## src/rtl/tc4_pkg.sv

```systemverilog
// Shared constants, operation encoding and sizing helper for the
// two's complement accumulator slice.
package tc4_pkg;

    localparam int TC4_MIN = -8;
    localparam int TC4_MAX = 7;
    localparam int unsigned TC4_W = 4;

    typedef enum logic [1:0] {
        OP_NONE,
        OP_ADD,
        OP_SUB,
        OP_CLR
    } op_e;

    function automatic int unsigned db_cnt_w(input int unsigned db_cycles);
        return $clog2(db_cycles + 1);
    endfunction

endpackage

```

## src/rtl/tc4_accumulator_btn_conditioner.sv

```systemverilog
// Raw pushbutton conditioning: 2-flop synchronizer, counting debouncer
// and rising-edge detector producing a one-cycle press pulse.
module btn_conditioner
    import tc4_pkg::*;
#(
    parameter int unsigned DB_CYCLES = 4
) (
    input  logic Clock,
    input  logic Reset,
    input  logic Raw,
    output logic Press
);

    localparam int unsigned CW = db_cnt_w(DB_CYCLES);

    logic          sync1;
    logic          s;
    logic          db;
    logic          db_q;
    logic [CW-1:0] cnt;

    always_ff @(posedge Clock) begin
        if (Reset) begin
            sync1 <= 1'b0;
            s     <= 1'b0;
            db    <= 1'b0;
            db_q  <= 1'b0;
            cnt   <= '0;
        end else begin
            sync1 <= Raw;
            s     <= sync1;
            db_q  <= db;
            // The edge that completes DB_CYCLES mismatching samples also flips db.
            if (s == db) begin
                cnt <= '0;
            end else if (cnt == CW'(DB_CYCLES - 1)) begin
                db  <= s;
                cnt <= '0;
            end else begin
                cnt <= cnt + CW'(1);
            end
        end
    end

    assign Press = db & ~db_q;

endmodule

```

## src/rtl/tc4_accumulator.sv

```systemverilog
// Signed 4-bit accumulator driven by conditioned Add/Sub/Clear buttons,
// with wrapping arithmetic and a sticky overflow flag.
module tc4_accumulator
    import tc4_pkg::*;
#(
    parameter int unsigned DB_CYCLES = 4
) (
    input  logic             Clock,
    input  logic             Reset,
    input  logic [TC4_W-1:0] B,
    input  logic             AddBtn,
    input  logic             SubBtn,
    input  logic             ClrBtn,
    output logic [TC4_W-1:0] N,
    output logic             Ovf,
    output logic             Done
);

    logic [TC4_W-1:0] b_meta;
    logic [TC4_W-1:0] b_sync;
    logic             add_p;
    logic             sub_p;
    logic             clr_p;
    op_e              op;
    logic [TC4_W:0]   r;

    btn_conditioner #(.DB_CYCLES(DB_CYCLES)) u_add (
        .Clock (Clock),
        .Reset (Reset),
        .Raw   (AddBtn),
        .Press (add_p)
    );

    btn_conditioner #(.DB_CYCLES(DB_CYCLES)) u_sub (
        .Clock (Clock),
        .Reset (Reset),
        .Raw   (SubBtn),
        .Press (sub_p)
    );

    btn_conditioner #(.DB_CYCLES(DB_CYCLES)) u_clr (
        .Clock (Clock),
        .Reset (Reset),
        .Raw   (ClrBtn),
        .Press (clr_p)
    );

    always_ff @(posedge Clock) begin
        if (Reset) begin
            b_meta <= '0;
            b_sync <= '0;
        end else begin
            b_meta <= B;
            b_sync <= b_meta;
        end
    end

    // Clear dominates; simultaneous Add and Sub cancel to no operation.
    always_comb begin
        op = OP_NONE;
        if (clr_p) begin
            op = OP_CLR;
        end else if (add_p && !sub_p) begin
            op = OP_ADD;
        end else if (sub_p && !add_p) begin
            op = OP_SUB;
        end
    end

    always_comb begin
        r = '0;
        if (op == OP_SUB) begin
            r = {N[TC4_W-1], N} - {b_sync[TC4_W-1], b_sync};
        end else begin
            r = {N[TC4_W-1], N} + {b_sync[TC4_W-1], b_sync};
        end
    end

    always_ff @(posedge Clock) begin
        if (Reset) begin
            N    <= '0;
            Ovf  <= 1'b0;
            Done <= 1'b0;
        end else begin
            case (op)
                OP_CLR: begin
                    N    <= '0;
                    Ovf  <= 1'b0;
                    Done <= 1'b1;
                end
                OP_ADD, OP_SUB: begin
                    N    <= r[TC4_W-1:0];
                    Done <= 1'b1;
                    if (r[TC4_W] != r[TC4_W-1]) begin
                        Ovf <= 1'b1;
                    end
                end
                default: begin
                    Done <= 1'b0;
                end
            endcase
        end
    end

endmodule

```

## config.mk

```make
export PLATFORM = sky130hd
export DESIGN_NAME = tc4_accumulator
export DESIGN_NICKNAME = d
export VERILOG_FILES = /design/src/rtl/tc4_pkg.sv /design/src/rtl/tc4_accumulator_btn_conditioner.sv /design/src/rtl/tc4_accumulator.sv
export SDC_FILE = /design/constraint.sdc
export NUM_CORES = 1
export LEC_CHECK = 0
export CORE_AREA = 2 2 63 65
export DETAILED_ROUTE_END_ITERATION = 16
export DIE_AREA = 0 0 65 67
export PLACE_DENSITY = 0.7
export SKIP_LAST_GASP = 1
export SLEW_MARGIN = 20
export SYNTH_ARGS = -nofsm -noshare
export SYNTH_HDL_FRONTEND = slang
export SYNTH_SLANG_ARGS = --single-unit
```

## constraint.sdc

```tcl
create_clock -name Clock -period 7.1 [get_ports Clock]
set_clock_uncertainty 0.2 [all_clocks]
set_input_delay 1.42 -clock Clock [delete_from_list [all_inputs] [get_ports Clock]]
set_output_delay 1.42 -clock Clock [all_outputs]
set_load 0.01 [all_outputs]
```

# --- Word-level counts from Yosys, hierarchy flattened ---
# Cells that the tools add are included.
totals:
  register_bits: 35
  latchBits: 0
  mem_bits_rw: 0
  rom_bits: 0
  input_bits: 9
  out_inout_bits: 6
  word_cells: 67
  n_memories: 0
classes:
  add_sub_neg: 5
  mul: 0
  n_div: 0
  order_cmp: 0
  n_eq_ne: 11
  shifts: 0
  muxes: 8
  bitwise_logic: 9
  n_reduce_logical: 14
op_table:
  columns: ["op", "count"]
  rows:
  - ["OR reduction 3 bit", 4]
  - ["adder 3 x 1 -> 3 bit, second input constant", 3]
  - ["== test 3 x 2 -> 1 bit, second input constant", 3]
  - ["case mux 4 bit (2 select lines)", 1]
  - ["AND reduction 2 bit", 4]
  - ["two-way mux 2 bit", 3]
  - ["NOT 1 bit", 6]
  - ["adder 4 x 4 -> 5 bit", 1]
  - ["two-way mux 5 bit", 1]
  - ["subtractor 4 x 4 -> 5 bit", 1]
  - ["== test 2 bit, second input constant", 2]
  - ["AND 1 bit", 3]
  - ["== test 1 bit", 3]
  - ["== test 2 x 1 -> 1 bit, second input constant", 1]
  - ["logical AND 1 bit", 2]
  - ["zero test 1 bit", 2]
  - ["two-way mux 1 bit", 2]
  - ["inequality test 2 bit, second input constant", 1]
  - ["case mux 1 bit (2 select lines)", 1]
  - ["nonzero test 2 bit", 1]
  - ["OR reduction 2 bit", 1]
  - ["inequality test 1 bit", 1]

# --- Longest topological paths before layout ---
# Gate-level depths: netlist (run 1).
depth:
  ltp_word: 12
  ltp_mapped: 12

# --- Cells and area by module ---
# From an unflattened synthesis (run 1), not the netlist that was laid out.
unflattened:
  cells_unflattened: 145
  hier_area_um2: 1501.4
by_module_without_submodules:
  columns: ["module", "n_inst", "cells_each", "area_each_um2", "seq_area_each_um2"]
  rows:
  - ["tc4_accumulator", 1, 85, 769.5, 280.3]
  - ["btn_conditioner", 3, 20, 244.0, 140.1]

# --- Worst setup path after synthesis (run 1) ---
# Ideal clock, no wire load.
synth_timing:
  path_type: "register to register"
  start: "register u_add.db"
  end: "register Ovf"
  setup_time_ps: 132
  arrival_time_ps: 2536
  required_time_ps: 6768
  setup_slack_ps: 4232
  stages_incl_launch_ff: 12
  n_path_buf: 0
  period_less_slack_ps: 2868
  path_cell_list: "dfxtp_1 -> nor2b_1 -> nor2_1 -> or2_2 -> ha_1 -> mux2i_1 -> fa_1 -> a21o_1 -> a221o_1 -> a211o_1 -> o2111ai_1 -> o221ai_2"
synth_between:
  elab_chain_len: 11
  word_cells_on_any_way: 17
synth_lines:
  columns: ["item", "line_no", "text"]
  rows:
  - ["from (decl)", "tc4_accumulator_btn_conditioner.sv:18", "logic db;"]
  - ["from (signal assigned)", "tc4_accumulator_btn_conditioner.sv:37", "db <= s;"]
  - ["AND 1 bit *", "tc4_accumulator_btn_conditioner.sv:45", "assign Press = db & ~db_q;"]
  - ["zero test 1 bit", "tc4_accumulator.sv:65", "end else if (sub_p && !add_p) begin"]
  - ["logical AND 1 bit", "tc4_accumulator.sv:65", null]
  - ["two-way mux 2 bit", "tc4_accumulator.sv:65", null]
  - ["two-way mux 2 bit *", "tc4_accumulator.sv:63", "end else if (add_p && !sub_p) begin"]
  - ["two-way mux 2 bit *", "tc4_accumulator.sv:61", "if (clr_p) begin"]
  - ["== test 2 bit", "tc4_accumulator.sv:72, tc4_accumulator.sv:85", null]
  - ["two-way mux 5 bit", "tc4_accumulator.sv:72", "if (op == OP_SUB) begin"]
  - ["inequality test 1 bit", "tc4_accumulator.sv:94", "if (r[TC4_W] != r[TC4_W-1]) begin"]
  - ["inequality test 2 bit (no line)", null, null]
  - ["AND reduction 2 bit (no line)", null, null]
  - ["to (signal assigned)", "tc4_accumulator.sv:82", "Ovf <= 1'b0;"]
  - ["to (signal assigned)", "tc4_accumulator.sv:88", "Ovf <= 1'b0;"]
  - ["to (signal assigned)", "tc4_accumulator.sv:95", "Ovf <= 1'b1;"]
  - ["to (decl)", "tc4_accumulator.sv:15", "output logic Ovf,"]
# Mark *: on every way between the ends. The rest lies on a longest branch, timed or not.
# A chain may end at the register's enable or synchronous reset.

# --- Worst setup path after layout (run 1) ---
# Ends and elaborated chain as after synthesis.

==> results by stage, run 1 <==
Outcome:
- The run finished with clean final reports.

Floorplanning:
- The number of rows created at floorplan is 22.
- The initial core utilization is 0.407.
- The die area is 4360 µm².
- The die width is 65 µm.
- The count of pins on the block boundary is 15.
- The die height is 67 µm.
- The total area inside the core boundary comes to 3610 µm².

CTS:
- Counting every sink on the clock net gives 35.
- The buffer type at the clock tree root is sky130_fd_sc_hd__clkbuf_8.
- No sink is reached through more buffers than the 2 on the longest clock path.
- CTS built an H-tree with a depth of 2.
- Buffers added to address setup during post-CTS repair amount to 0.
- The number of buffers added by the clock tree synthesis step is 5.
- The cts-stage hold buffer count is 0.
- The clock tree from TritonCTS is yes.
- The total of cells resized after clock tree synthesis is 0.
- Clock latency on the worst-skew pair, taken at its later pin, is 0.29 ns.
- The clock-pin slew of the registers on the worst-case setup and hold paths is 0.07 ns.

STA:
- The tightest hold path in the finished design has a slack of 0.221 ns.
- The number of slew-limit violations in the final report came to 0.
- The hold violation total from the final report came to 0.
- Setup violations remaining at the end of the flow were counted as 0.
- Setup repair after global routing left no endpoint under its margin.
- In the final timing run, aggregate negative setup slack is 0 ns.
- The transition at the pin with the smallest max-transition slack is 0.312 ns.
- Of the available clock period, the critical path in the final layout requires 0.431.
- The worst pin sits at a relative slew slack of 0.786.
- The final critical delay including setup and external delays is 3.06 ns.
- Derived from the worst setup path, the maximum achievable clock frequency is 327 MHz.

Synthesis:
- The largest area contributor in the synthesized netlist is sky130_fd_sc_hd__dfxtp_1.
- The share of the Yosys chip area taken by registers is 0.477.
- The number of enable flip-flop cells after synthesis is 0.
- In this run, synthesis produced a sequential element count of 35.
- The count of unique library cells instantiated by Yosys is 30.
- Of all flip-flops after synthesis, the portion carrying an async set or reset was 0.
- In the synthesized netlist the dominant register cell turns out to be sky130_fd_sc_hd__dfxtp_1.
- The synthesized netlist cell count is 150.
- By area the synthesized netlist is led by sky130_fd_sc_hd__dfxtp_1 (48%), sky130_fd_sc_hd__ha_1 (11%), sky130_fd_sc_hd__nor2b_1 (8.1%).
- The Yosys warning count is 0.
- The mapped cell area is 1470 µm².
- The share of the synthesized area in the top cell type is 0.477.
- The synthesized area per cell is 9.79 µm².
- Synthesis produced a netlist with a net count of 173.

Drt:
- The overall via count from detail_route is 1007.
- In the final routed layout, each cell accounts on average for 10.0 µm.
- The overall routed net length is 2170 µm.
- For this block, the initial DRC count from the detailed router was 22.
- The number of iterations in the first detailed-routing pass is 4.
- The number of design rule violations left after detail routing is 0.
- The vias per cell is 4.64.
- Once detail routing completed, the nets flagged for antenna violations numbered 0.

Finish:
- Leaving out fill and tap cells, the most frequent cells in the layout are sky130_fd_sc_hd__dfxtp_1 (35), sky130_fd_sc_hd__nor2_1 (23), sky130_fd_sc_hd__nor2b_1 (19).
- The growth of design area from synthesis to finish is 19.8%.
- Of the cells placed in the final design, the portion with a size suffix greater than 1 is 0.0769.
- The number of antenna diodes in the final layout is 0.
- The filler cells instantiated in the layout total 331.
- The commonest non-fill, non-tap cell in the layout is sky130_fd_sc_hd__dfxtp_1.
- The total number of nets in the final design is 191.

Worst setup path:
- The setup path with the least slack is of type reg -> reg.
- Along the worst path, the maximum fanout reaches 5.
- For the worst setup path, the data required time is 7.07 ns.
- The worst setup path is launched from a flop.
- STA classifies the critical path endpoint as a flop.
- Data arrives at the worst endpoint at 3.03 ns.

Placement:
- Detailed placement ended at an HPWL of 1660 µm.
- Buffers placed on the I/O ports in this run total 14.
- Routability-driven placement finished with a final weighted congestion of 0.843.

Power:
- Across the VDD grid, the largest voltage drop is 0.134 mV.
- The areal power density over the cells is 218 nW/µm².
- The analysis attributes to cell leakage a power of 0.000679 µW.

Global routing:
- The wire length of the first global-routing pass is 3840 µm.
- The number of antenna violations at the first check in global routing was 0.
- In the global route stage, overall resource usage came out at 0.120.
- The global-route congestion overflow total is 0.
- The maximum number of pins on one net before global-route repair is 31.
- The number of global-route vias before repair is 946.

Run:
- The tool flagged a number of max-cap violations equal to 0.

Min path:
- The path class of the tightest hold or removal check is reg -> reg.
power by group:
part,switching [µW],leakage [µW],total [µW],internal [µW]
clock,73.1,0.0000474,152,79.1
sequential,1.79,0.000285,202,200
combinational,13.7,0.000346,29.9,16.2
final cells by class:
class | count | area (µm²) | area share
well taps | 48 | 60.1 | 0.0341
flip-flops and latches | 35 | 701 | 0.398
clock buffers | 6 | 82.6 | 0.0469
multi-input cells | 99 | 708 | 0.402
repair buffers | 15 | 148 | 0.0839
inverters | 12 | 45.0 | 0.0256
clock inverters | 2 | 16.3 | 0.00924
cell usage after synthesis, drive strengths merged (3+ instances only):
library cell	instances
nand2b	3
nand2	3
nor2b	19
dfxtp	35
xnor2	5
nor2	23
a21oi	4
mux2i	4
inv	12
or3	3
clkbuf	4
ha	13
and2	3
registers in the layout, summed over array words and instances, names as in the netlist:
signal,cells
u_add.sync1,1
u_add.cnt,3
b_meta,4
Done,1
u_sub.db_q,1
u_clr.s,1
N,4
u_sub.cnt,3
u_clr.db_q,1
u_clr.sync1,1
Ovf,1
u_clr.cnt,3
u_sub.db,1
u_sub.s,1
u_sub.sync1,1
u_add.db_q,1
b_sync,4
u_clr.db,1
u_add.db,1
u_add.s,1
stage by stage:
stage / area (µm²) / instances / power, µW / utilization / worst slack [ns]
3_3_place_gp: 1660 / 209 / 236 / 0.461 / 4.15
2_1_floorplan: 1470 / 150 / 228 / - / 4.23
5_1_grt: 1760 / 217 / 403 / 0.488 / 3.88
6_report: 1760 / 217 / 384 / 0.488 / 4.04
4_1_cts: 1760 / 217 / 391 / 0.488 / 4.03
3_5_place_dp: 1660 / 209 / 237 / 0.461 / 4.04
path summary, 6_finish.rpt:
path,start,endpoint,slack (ns),cells past startpoint
worst max register to register,u_add.db$_SDFFE_PP0P_,Ovf$_SDFFE_PP0P_,4.04,11
worst max-delay path,u_add.db$_SDFFE_PP0P_,Ovf$_SDFFE_PP0P_,4.04,11
worst min register to register,u_clr.cnt[0]$_SDFF_PP0_,u_clr.cnt[0]$_SDFF_PP0_,0.22,1
worst min-delay path,u_clr.cnt[0]$_SDFF_PP0_,u_clr.cnt[0]$_SDFF_PP0_,0.22,1
layer usage:
metal	global-route usage	share of wire
met2	0.213	0.49
met5	0	0
met4	0.0585	0.020
met1	0.120	0.43
met3	0.0507	0.051
cell families after synthesis:
family / share of synthesized area
AOI/OAI and AO/OA: 0.0792
xor gates and xnor gates: 0.0417
adders and majority gates: 0.124
buffers and inverters: 0.0409
DFF: 0.477
muxes: 0.0273
and+or+nand+nor: 0.210
worst max-delay path, cell delays in order (launching register included):
cell and delay, ns:
sky130_fd_sc_hd__dfxtp_1 0.37, sky130_fd_sc_hd__nor2b_1 0.18, sky130_fd_sc_hd__nor2_1 0.05, sky130_fd_sc_hd__or2_2 0.28, sky130_fd_sc_hd__ha_1 0.25, sky130_fd_sc_hd__mux2i_1 0.19
sky130_fd_sc_hd__fa_1 0.45, sky130_fd_sc_hd__a21o_1 0.19, sky130_fd_sc_hd__a221o_1 0.30, sky130_fd_sc_hd__a211o_1 0.26, sky130_fd_sc_hd__o2111ai_1 0.11, sky130_fd_sc_hd__o221ai_2 0.11
No activity file was read; power rests on OpenSTA's default activity.
==> inputs of run 2 (changes only) <==
==> constraint.sdc (replaced) <==
create_clock -name Clock -period 2.88 [get_ports Clock]
set_clock_uncertainty 0.2 [all_clocks]
set_input_delay 0.576 -clock Clock [delete_from_list [all_inputs] [get_ports Clock]]
set_output_delay 0.576 -clock Clock [all_outputs]
set_load 0.01 [all_outputs]
==> results by stage, run 2 (synthesis gave the netlist of run 1 again) <==
Drt:
- The number of design rule violations left after detail routing came to 0 (unchanged).
- The overall via count from detail_route is 1053 (was 1007).
- The number of iterations in the first detailed-routing pass came to 4 (unchanged).
- The first-iteration detailed-routing DRC count is 23 (was 22).
- The final routed wire length divided by cell count was 11.5 µm (was 10.0 µm).
- The vias per cell came to 4.70 (was 4.64).
- The count of nets left with antenna violations after detail routing is 0 (unchanged).
- The overall routed net length is 2570 µm (was 2170 µm).

STA:
- The aggregate negative setup slack is 0 ns (unchanged).
- The worst setup margin is 0.0857 ns (was 4.04 ns).
- The setup violation total in the final timing report is 0 (unchanged).
- The highest attainable clock frequency came to 358 MHz (was 327 MHz).
- The final critical delay including setup and external delays is 2.79 ns (was 3.06 ns).
- The relative max-transition margin is 0.560 (was 0.786).
- The fraction of the cycle the final worst path needs is 0.970 (was 0.431).
- The hold violation total from the final report is 0 (unchanged).
- The number of slew-limit violations in the final report is 0 (unchanged).
- The transition at the pin with the smallest max-transition slack was 0.658 ns (was 0.312 ns).

Power:
- The static power due to leakage came to 0.000727 µW (was 0.000679 µW).
- The areal power density over the cells is 533 nW/µm² (was 218 nW/µm²).
- The maximum resistive drop on vdd is 0.405 mV (was 0.134 mV).

Finish:
- The growth of design area from synthesis to finish is 29.0% (was 19.8%).
- The layout filler cell count is 327 (was 331).
- The count of antenna diodes in the layout is 0 (unchanged).
- Top flop regs: N: 4 flops, b_meta: 4 flops, b_sync: 4 flops (unchanged).
- The end-of-flow core utilization is 0.526 (was 0.488).
- The total number of nets in the final design is 199 (was 191).
- The commonest non-fill, non-tap cell in the layout is sky130_fd_sc_hd__dfxtp_1 (unchanged).
- The share of layout cells above drive strength 1 was 0.176 (was 0.0769).
- The count of non-filler cells in the finished layout is 224 (was 217).
- Leading cell types in the layout, fill and taps excluded: sky130_fd_sc_hd__dfxtp_1 (34), sky130_fd_sc_hd__nor2_1 (21), sky130_fd_sc_hd__nor2b_1 (17) (was sky130_fd_sc_hd__dfxtp_1 (35), sky130_fd_sc_hd__nor2_1 (23), sky130_fd_sc_hd__nor2b_1 (19)).

Floorplanning:
- The count of pins on the block boundary is 15 (unchanged).
- The number of rows created at floorplan came to 22 (unchanged).
- The die area is 4360 µm² (unchanged).
- The initial core utilization is 0.407 (unchanged).
- The floorplan core area is 3610 µm² (unchanged).
- The die height is 67 µm (unchanged).
- The die width is 65 µm (unchanged).

Global routing:
- The number of global-route vias before repair is 1044 (was 946).
- The number of antenna violations at the first check in global routing came to 0 (unchanged).
- The global-route usage over all layers is 0.135 (was 0.120).
- The wire length of the first global-routing pass came to 4150 µm (was 3840 µm).
- The maximum number of pins on one net before global-route repair is 18 (was 31).
- The global-route congestion overflow total is 0 (unchanged).

CTS:
- The number of buffers added by the clock tree synthesis step is 5 (unchanged).
- The sink count of the clock tree is 35 (unchanged).
- The buffer type at the clock tree root is sky130_fd_sc_hd__clkbuf_8 (unchanged).
- The clock-pin slew of the registers on the worst-case setup and hold paths is 0.07 ns (about the same).
- The latest clock arrival within the worst-skew pair was 0.29 ns (about the same).
- The number of levels in the clock H-tree came to 2 (unchanged).
- The cts-stage hold buffer count is 0 (unchanged).
- The clock tree from TritonCTS is yes (unchanged).
- The number of buffers on the longest clock path is 2 (unchanged).

Worst setup path:
- The type of the worst setup path is reg -> reg (unchanged).
- The cell with the biggest individual delay on the critical path was sky130_fd_sc_hd__fa_2 (was sky130_fd_sc_hd__fa_1).
- The buffer and inverter count on the worst path is 0 (unchanged).
- The category of the worst setup path capture point is a flop (unchanged).
- The critical-path maximum fanout is 3 (was 5).
- Chain of cells forming the critical path: nor2b_4 -> nor2_1 -> or2_4 -> ha_4 -> mux2i_2 -> fa_2 -> a21o_1 -> a221o_1 -> a211o_1 -> o21a_1 -> o221ai_2 (was nor2b_1 -> nor2_1 -> or2_2 -> ha_1 -> mux2i_1 -> fa_1 -> a21o_1 -> a221o_1 -> a211o_1 -> o2111ai_1 -> o221ai_2).
- The data arrival time of the critical path came to 2.81 ns (was 3.03 ns).
- The delay contributed by the slowest stage of the critical path is 0.36 ns (was 0.45 ns).
- The startpoint type of the worst setup path was a flop (unchanged).
- The cell class contributing the biggest share of worst-path delay was compound AO/OA/AOI/OAI gates (unchanged).
- The worst path required time is 2.89 ns (was 7.07 ns).

Placement:
- The detailed placer's ending HPWL was 1830 µm (was 1660 µm).
- The final weighted congestion in routability-driven placement is 0.787 (was 0.843).
- The total placed cells including tap cells was 215 (was 209).
- The number of port buffers is 14 (unchanged).
- The placement-stage worst setup slack is -0.108 ns (was 4.04 ns).

Min path:
- The worst min-delay path class is reg -> reg (unchanged).

Run:
- The reported max-cap violation count is 0 (unchanged).

Outcome:
- Status: finished, final reports clean (unchanged).
[run 2: cell types whose count changed in the layout (fill, tap and decap cells not counted), sizes merged]
cell    previous run  this run
buf                1         9
bufinv             0         1
clkbuf             6         5
clkinv             1         0
[run 2: worst paths after layout]
check,startpoint,endpoint,slack [ns],depth (start not counted)
max,u_add.db$_SDFFE_PP0P_,Ovf$_SDFFE_PP0P_,0.09,11
min,u_add.cnt[0]$_SDFF_PP0_,u_add.cnt[0]$_SDFF_PP0_,0.23,1
max reg2reg,u_add.db$_SDFFE_PP0P_,Ovf$_SDFFE_PP0P_,0.09,11
min reg2reg,u_add.cnt[0]$_SDFF_PP0_,u_add.cnt[0]$_SDFF_PP0_,0.23,1
[run 2: cell type report]
class	instances	area [µm²]	share of cell area
Clock buffer	5	68.8	0.0363
Clock inverter	2	37.5	0.0198
Inverter	12	45.0	0.0238
Multi-Input combinational cell	99	774	0.409
Sequential cell	35	702	0.370
Tap cell	48	60.1	0.0317
Timing Repair Buffer	23	208	0.110
[run 2: per-stage QoR]
step / area, µm² / hold WS (ns) / power [µW]
5_1_grt: 1900 / 0.257 / 1050
4_1_cts: 1820 / 0.235 / 1020
2_1_floorplan: 1470 / 0.199 / 562
3_5_place_dp: 1710 / 0.225 / 588
3_3_place_gp: 1710 / 0.206 / 582
6_report: 1900 / 0.229 / 1010
[run 2: report_power, final]
group	switching [µW]	total, µW	internal [µW]	leakage, µW
clock	173	426	253	0.0000502
combinational	37.7	84.4	46.8	0.000391
sequential	4.89	499	494	0.000286
[run 2: routing by layer]
layer | part of all wire | track usage | wire length, µm | vias up
met3 | 0.041 | 0.0659 | 106 | 3
met2 | 0.54 | 0.251 | 1400 | 20
met5 | 0 | 0 | 0 | -
met1 | 0.40 | 0.119 | 1040 | 491
met4 | 0.011 | 0.0745 | 28 | 0
li1 | - | - | - | 539
[run 2: repair_timing]
action                                  CTS  global route
pin swaps                                 0             6
resized for setup                         4            12
setup buffers                             0             2
endpoints found under the setup margin    1             1
==> inputs of run 3 (changes only) <==
--- a/config.mk
+++ b/config.mk
@@ -6,6 +6,7 @@
 export NUM_CORES = 1
 export LEC_CHECK = 0
 export CORE_AREA = 2 2 63 65
+export CTS_CLUSTER_DIAMETER = 80
 export DETAILED_ROUTE_END_ITERATION = 16
 export DIE_AREA = 0 0 65 67
 export PLACE_DENSITY = 0.7
==> results of run 3 <==
No change in the layout: final DEF, timing and power equal those of run 2.
==> patch 1 (settings of run 2) <==
Register the inputs `B`, `AddBtn`, `SubBtn` and `ClrBtn` before use, without a reset. The logic sees them one clock later.
--- a/src/rtl/tc4_accumulator.sv
+++ b/src/rtl/tc4_accumulator.sv
@@ -16,6 +16,18 @@
     output logic             Done
 );
 
+    logic [TC4_W-1:0] B_q;
+    logic AddBtn_q;
+    logic SubBtn_q;
+    logic ClrBtn_q;
+
+    always_ff @(posedge Clock) begin
+        B_q      <= B;
+        AddBtn_q <= AddBtn;
+        SubBtn_q <= SubBtn;
+        ClrBtn_q <= ClrBtn;
+    end
+
     logic [TC4_W-1:0] b_meta;
     logic [TC4_W-1:0] b_sync;
     logic             add_p;
@@ -27,21 +39,21 @@
     btn_conditioner #(.DB_CYCLES(DB_CYCLES)) u_add (
         .Clock (Clock),
         .Reset (Reset),
-        .Raw   (AddBtn),
+        .Raw   (AddBtn_q),
         .Press (add_p)
     );
 
     btn_conditioner #(.DB_CYCLES(DB_CYCLES)) u_sub (
         .Clock (Clock),
         .Reset (Reset),
-        .Raw   (SubBtn),
+        .Raw   (SubBtn_q),
         .Press (sub_p)
     );
 
     btn_conditioner #(.DB_CYCLES(DB_CYCLES)) u_clr (
         .Clock (Clock),
         .Reset (Reset),
-        .Raw   (ClrBtn),
+        .Raw   (ClrBtn_q),
         .Press (clr_p)
     );
 
@@ -50,7 +62,7 @@
             b_meta <= '0;
             b_sync <= '0;
         end else begin
-            b_meta <= B;
+            b_meta <= B_q;
             b_sync <= b_meta;
         end
     end
Check against the original RTL: not equivalent (Yosys sat finds a counterexample within 10 cycles, from zero or initial values and one cycle with Reset high).
==> patch 1 against run 2 <==
Synthesized area up 9.5%; total power up 3.4%; via count up 5.7%; first-iteration DRC count up 26%; design area up 5.7%; final cell count up 2.7%; routed wire length down 1.6%; worst setup slack better by 0.034 ns; sequential cell count up 7; core utilization up 3.0 points; clock power down 17%; maximum frequency up 1.2%; critical endpoint unchanged.
==> patch 1: results (changes against run 2) <==
CP Capture Point: Ovf$_SDFFE_PP0P_ (unchanged)
Worst-path clk slew: 0.07 ns (about the same)
Yosys Warn Count: 0 (unchanged)
hold slack: 0.2224 ns (was 0.2294 ns)
ranking of synthesized cells by area: dfxtp_1, ha_1, nor2b_1 (unchanged)
worst-margin pin slew: 0.5874 ns (was 0.6581 ns)
routed vias: 1113 (was 1053)
hold path start: u_sub.cnt[0]$_SDFF_PP0_ (was u_add.cnt[0]$_SDFF_PP0_)
CLK BUF: 6 (was 5)
area of the mapped netlist: 1609 sq um (was 1469 sq um)
worst skew pair latency: 0.28 ns
Non-CTS buffers: 23 (unchanged)
outcome: complete, no violations (unchanged)
Critical R2R Launch: u_add.db$_SDFFE_PP0P_ (unchanged)
drt wl/cell: 11.00 um (was 11.49 um)
area delta synth->final: 24.57% (was 29.05%)
final-layout non-clock buffer area share: 10.36% (was 10.96%)
top post-synthesis cells by count: dfxtp_1, nor2_1, nor2b_1 (unchanged)
fill cell count: 321 (was 327)
register area share after synthesis: 52.26% (was 47.70%)
vias in the first global route: 1043 (was 1044)
CTS Sinks: 42 (was 35)
register area: 842.1 sq um (was 701.9 sq um)
# port buffers: 14 (unchanged)
Final HPWL DP: 1921 um (was 1835 um)
ClkCell Share: 4.120% (was 5.611%)
Final setup viols: 0 (unchanged)
Peak VDD IR: 0.3886 mV (was 0.4049 mV)
Hold Crit Class: reg2reg (unchanged)
largest net degree at the start of global routing: 18 (unchanged)
post-synthesis adder-cell area fraction: 11.35% (was 12.44%)
Final Wtd Congestion: 0.8336 (was 0.7867)
Top FF cell, synth: dfxtp_1 (unchanged)
nets: 206 (was 199)
CP Class: reg2reg (unchanged)
TritonCTS buffer count: 5 (unchanged)
layout cells sized above 1: 16.48% (was 17.61%)
Synth cell types: 30 (unchanged)
count of multi-input gates: 99 (unchanged)
initial DRC count: 29 (was 23)
# H-tree levels: 2 (unchanged)
Multi-input gate area: 767.0 sq um (was 774.5 sq um)
Arrival @ worst endpoint: 2.77 ns (was 2.81 ns)
dpl cell area: 1854 sq um (was 1707 sq um)
Inverters: 12 (unchanged)
worst hold path endpoint: u_sub.cnt[0]$_SDFF_PP0_ (was u_add.cnt[0]$_SDFF_PP0_)
Synth Area in XOR/XNOR: 3.810% (was 4.174%)
Post-Syn Nets: 180 (was 173)
CTS root buf: clkbuf_8 (unchanged)
Total GRT Usage: 13.26% (was 13.53%)
Synth Area in Compound Gates: 7.232% (was 7.922%)
# diodes: 0 (unchanged)
TritonRoute pass-1 iters: 4 (unchanged)
Leakage: 0.7796 nW (was 0.7272 nW)
portion of netlist area occupied by mux cells: 2.488% (was 2.726%)
first-pass GRT wire length: 4153 um (was 4146 um)
reg2reg setup slack: 0.12 ns (was 0.09 ns)
Max Root-Sink Buffers: 2 (unchanged)
initial antenna violation count: 0 (unchanged)
-- patch 1: changes by cell type after synthesis --
cell / change
dfxtp_1: +7
-- patch 1: power by group --
part | internal (mW) | switching, mW | total [mW]
Combinational | 0.0488 | 0.0392 | 0.0881
Clock | 0.185 | 0.170 | 0.354
Sequential | 0.596 | 0.00572 | 0.602
Total | 0.830 | 0.215 | 1.04
-- patch 1: timing repair --
item	in CTS	in global routing
gates resized for setup	3	12
endpoints found under the setup margin	1	2
pin swaps	0	3
hold buffers	0	0
setup buffers	0	1
-- patch 1: stage by stage --
| step | setup slack (ns) | total power [mW] | util (%) | instances |
|---|---|---|---|---|
| finish | 0.1197 | 1.044 | 55.59 | 230 |
| global route | 0.01625 | 1.102 | 55.59 | 230 |
| CTS | 0.01974 | 1.057 | 53.96 | 229 |
| detailed placement | -0.05835 | 0.6955 | 51.42 | 223 |
| global placement | 0.04548 | 0.6899 | 51.42 | 223 |
| floorplan | 0.01221 | 0.6664 | - | 157 |
-- patch 1: worst max-delay path, stage by stage, from the launching register on --
cell and delay, ns:
dfxtp_2 0.33, nor2b_4 0.15, nor2_1 0.05, or2_4 0.24
ha_4 0.18, mux2i_2 0.17, fa_2 0.37, a21o_1 0.18
a221o_1 0.30, a211o_1 0.26, o21a_1 0.12, o221ai_2 0.14
-- patch 1: layer usage --
metal	global-route usage (%)	share of wire, %	vias to the layer above
met3	5.068	4.3	6
met2	24.36	54	26
met4	8.245	2.9	0
met1	12.30	39	522
li1	-	-	559
met5	0	0	-
==> patch 2 (settings of run 2) <==
Without the edit above. Set the package constant `TC4_W` to 6 (it was 4).
--- a/src/rtl/tc4_pkg.sv
+++ b/src/rtl/tc4_pkg.sv
@@ -4,7 +4,7 @@
 
     localparam int TC4_MIN = -8;
     localparam int TC4_MAX = 7;
-    localparam int unsigned TC4_W = 4;
+    localparam int unsigned TC4_W = 6;
 
     typedef enum logic [1:0] {
         OP_NONE,
Interface: changed (resized B and N); port bits go from 15 to 19. No check against the original RTL was run, so the function may have changed too.
==> patch 2 against run 2 <==
The run now ends with negative setup slack left; combinational power grew 52%; sequential cell count grew 6; clock power shrank 19%; sequential share of layout area grew 0.73 points; worst setup slack lost 0.13 ns; routed wire length grew 14%; design area grew 15%; total power grew 4.8%; synthesized area grew 21%; largest cell class unchanged; highest routed layer unchanged.
==> patch 2: results (changes against run 2) <==
outcome: finished, violations left (was complete, no violations)
failing checks: negative setup slack
pre-CTS setup slack: -0.1081 ns (was -0.1084 ns)
final WL: 2939 um (was 2573 um)
crit path max fanout: 7 (was 3)
Vias/cell: 4.896 (was 4.701)
fill cell count: 309 (was 327)
PnR worst setup slack: -0.04299 ns (was 0.08573 ns)
# H-tree levels: 2 (unchanged)
Peak VDD IR: 0.5617 mV (was 0.4049 mV)
ranking of synthesized cells by area: dfxtp_1, ha_1, nor2b_1 (unchanged)
reg2reg setup slack: -0.04 ns (was 0.09 ns)
first-pass GRT wire length: 5092 um (was 4146 um)
Final setup viols: 2 (was 0)
max_slew headroom: 53.95% (was 55.99%)
initial DRC count: 31 (was 23)
met1 Use GR: 14.36% (was 11.85%)
Post-Syn Nets: 211 (was 173)
hold slack: 0.2256 ns (was 0.2294 ns)
hold path start: u_clr.cnt[0]$_SDFF_PP0_ (was u_add.cnt[0]$_SDFF_PP0_)
Synth cell types: 35 (was 30)
Post-Syn Instances: 184 (was 150)
largest net degree at the start of global routing: 20 (was 18)
worst hold path endpoint: u_clr.cnt[0]$_SDFF_PP0_ (was u_add.cnt[0]$_SDFF_PP0_)
TNS Setup: -0.04602 ns (was 0 ns)
met3 Use GR: 4.054% (was 6.588%)
Total GRT Usage: 15.27% (was 13.53%)
Final HPWL DP: 2268 um (was 1835 um)
vias in the first global route: 1293 (was 1044)
critical path's top delay family: adder cells (was compound AO/OA/AOI/OAI gates)
TritonRoute pass-1 iters: 3 (was 4)
Arrival @ worst endpoint: 2.92 ns (was 2.81 ns)
initial antenna violation count: 0 (unchanged)
nets: 237 (was 199)
Final Wtd Congestion: 0.8721 (was 0.7867)
Finished Layout Cells: 259 (was 224)
placed insts: 251 (was 215)
layout cells sized above 1: 13.27% (was 17.61%)
slowest CP cell: fa_1 (was fa_2)
# port buffers: 18 (was 14)
dpl cell area: 2062 sq um (was 1707 sq um)
==> patch 2: cell count changes after synthesis, sizes merged, moves of 2 or more <==
cell     before  now
or2           1    3
ha           13   15
xnor2         5    7
a21oi         4    8
nor2b        19   27
o21ai         0    4
nor2         23   30
dfxtp        35   41
a2111oi       0    2
and2          3    0
==> patch 2: cells by family after synthesis <==
kind of cell | count (synthesis) | synth area share (%)
fa+ha+maj | 16 | 11.65
xor+xnor | 9 | 5.614
mux | 4 | 2.316
flops | 41 | 46.04
compound gates | 23 | 8.773
buf+inv | 16 | 3.368
simple gates | 75 | 22.25
==> patch 2: layout make-up <==
type	instances	area [sq um]	share of cell area, %
flip-flops and latches	41	822.0	37.76
multi-input cells	127	949.7	43.62
clock inverters	2	10.01	0.4598
well taps	48	60.06	2.759
repair buffers	23	217.7	10.00
inverters	12	45.04	2.069
clock buffers	6	72.57	3.333
==> patch 2: what timing repair did <==
item	4_1_cts	5_1_grt
setup endpoints to repair	2	4
gates resized for setup	7	3
pin swaps	2	1
buffers inserted	0	0
==> patch 2: power by group <==
part	internal [mW]	total, mW	switching [mW]
Sequential	0.580	0.586	0.00648
Clock	0.168	0.344	0.177
Combinational	0.0693	0.128	0.0585
Total	0.817	1.06	0.242
==> patch 2: worst reg2reg max path: stages, from the launching register on <==
cell	delay, ns
dfxtp_2	0.34
nor2b_4	0.15
nor2_1	0.05
or2_4	0.24
ha_4	0.19
mux2_4	0.32
fa_1	0.43
nand2b_4	0.17
a21oi_2	0.13
o22ai_1	0.09
xnor3_1	0.38
o31ai_2	0.17
==> patch 2: per-layer routing <==
layer	share of wire (%)	vias to the layer above	wire length, um
li1	-	656	-
met1	42	574	1229
met2	52	29	1514
met3	4.0	9	118
met4	2.6	0	76
met5	0	-	0
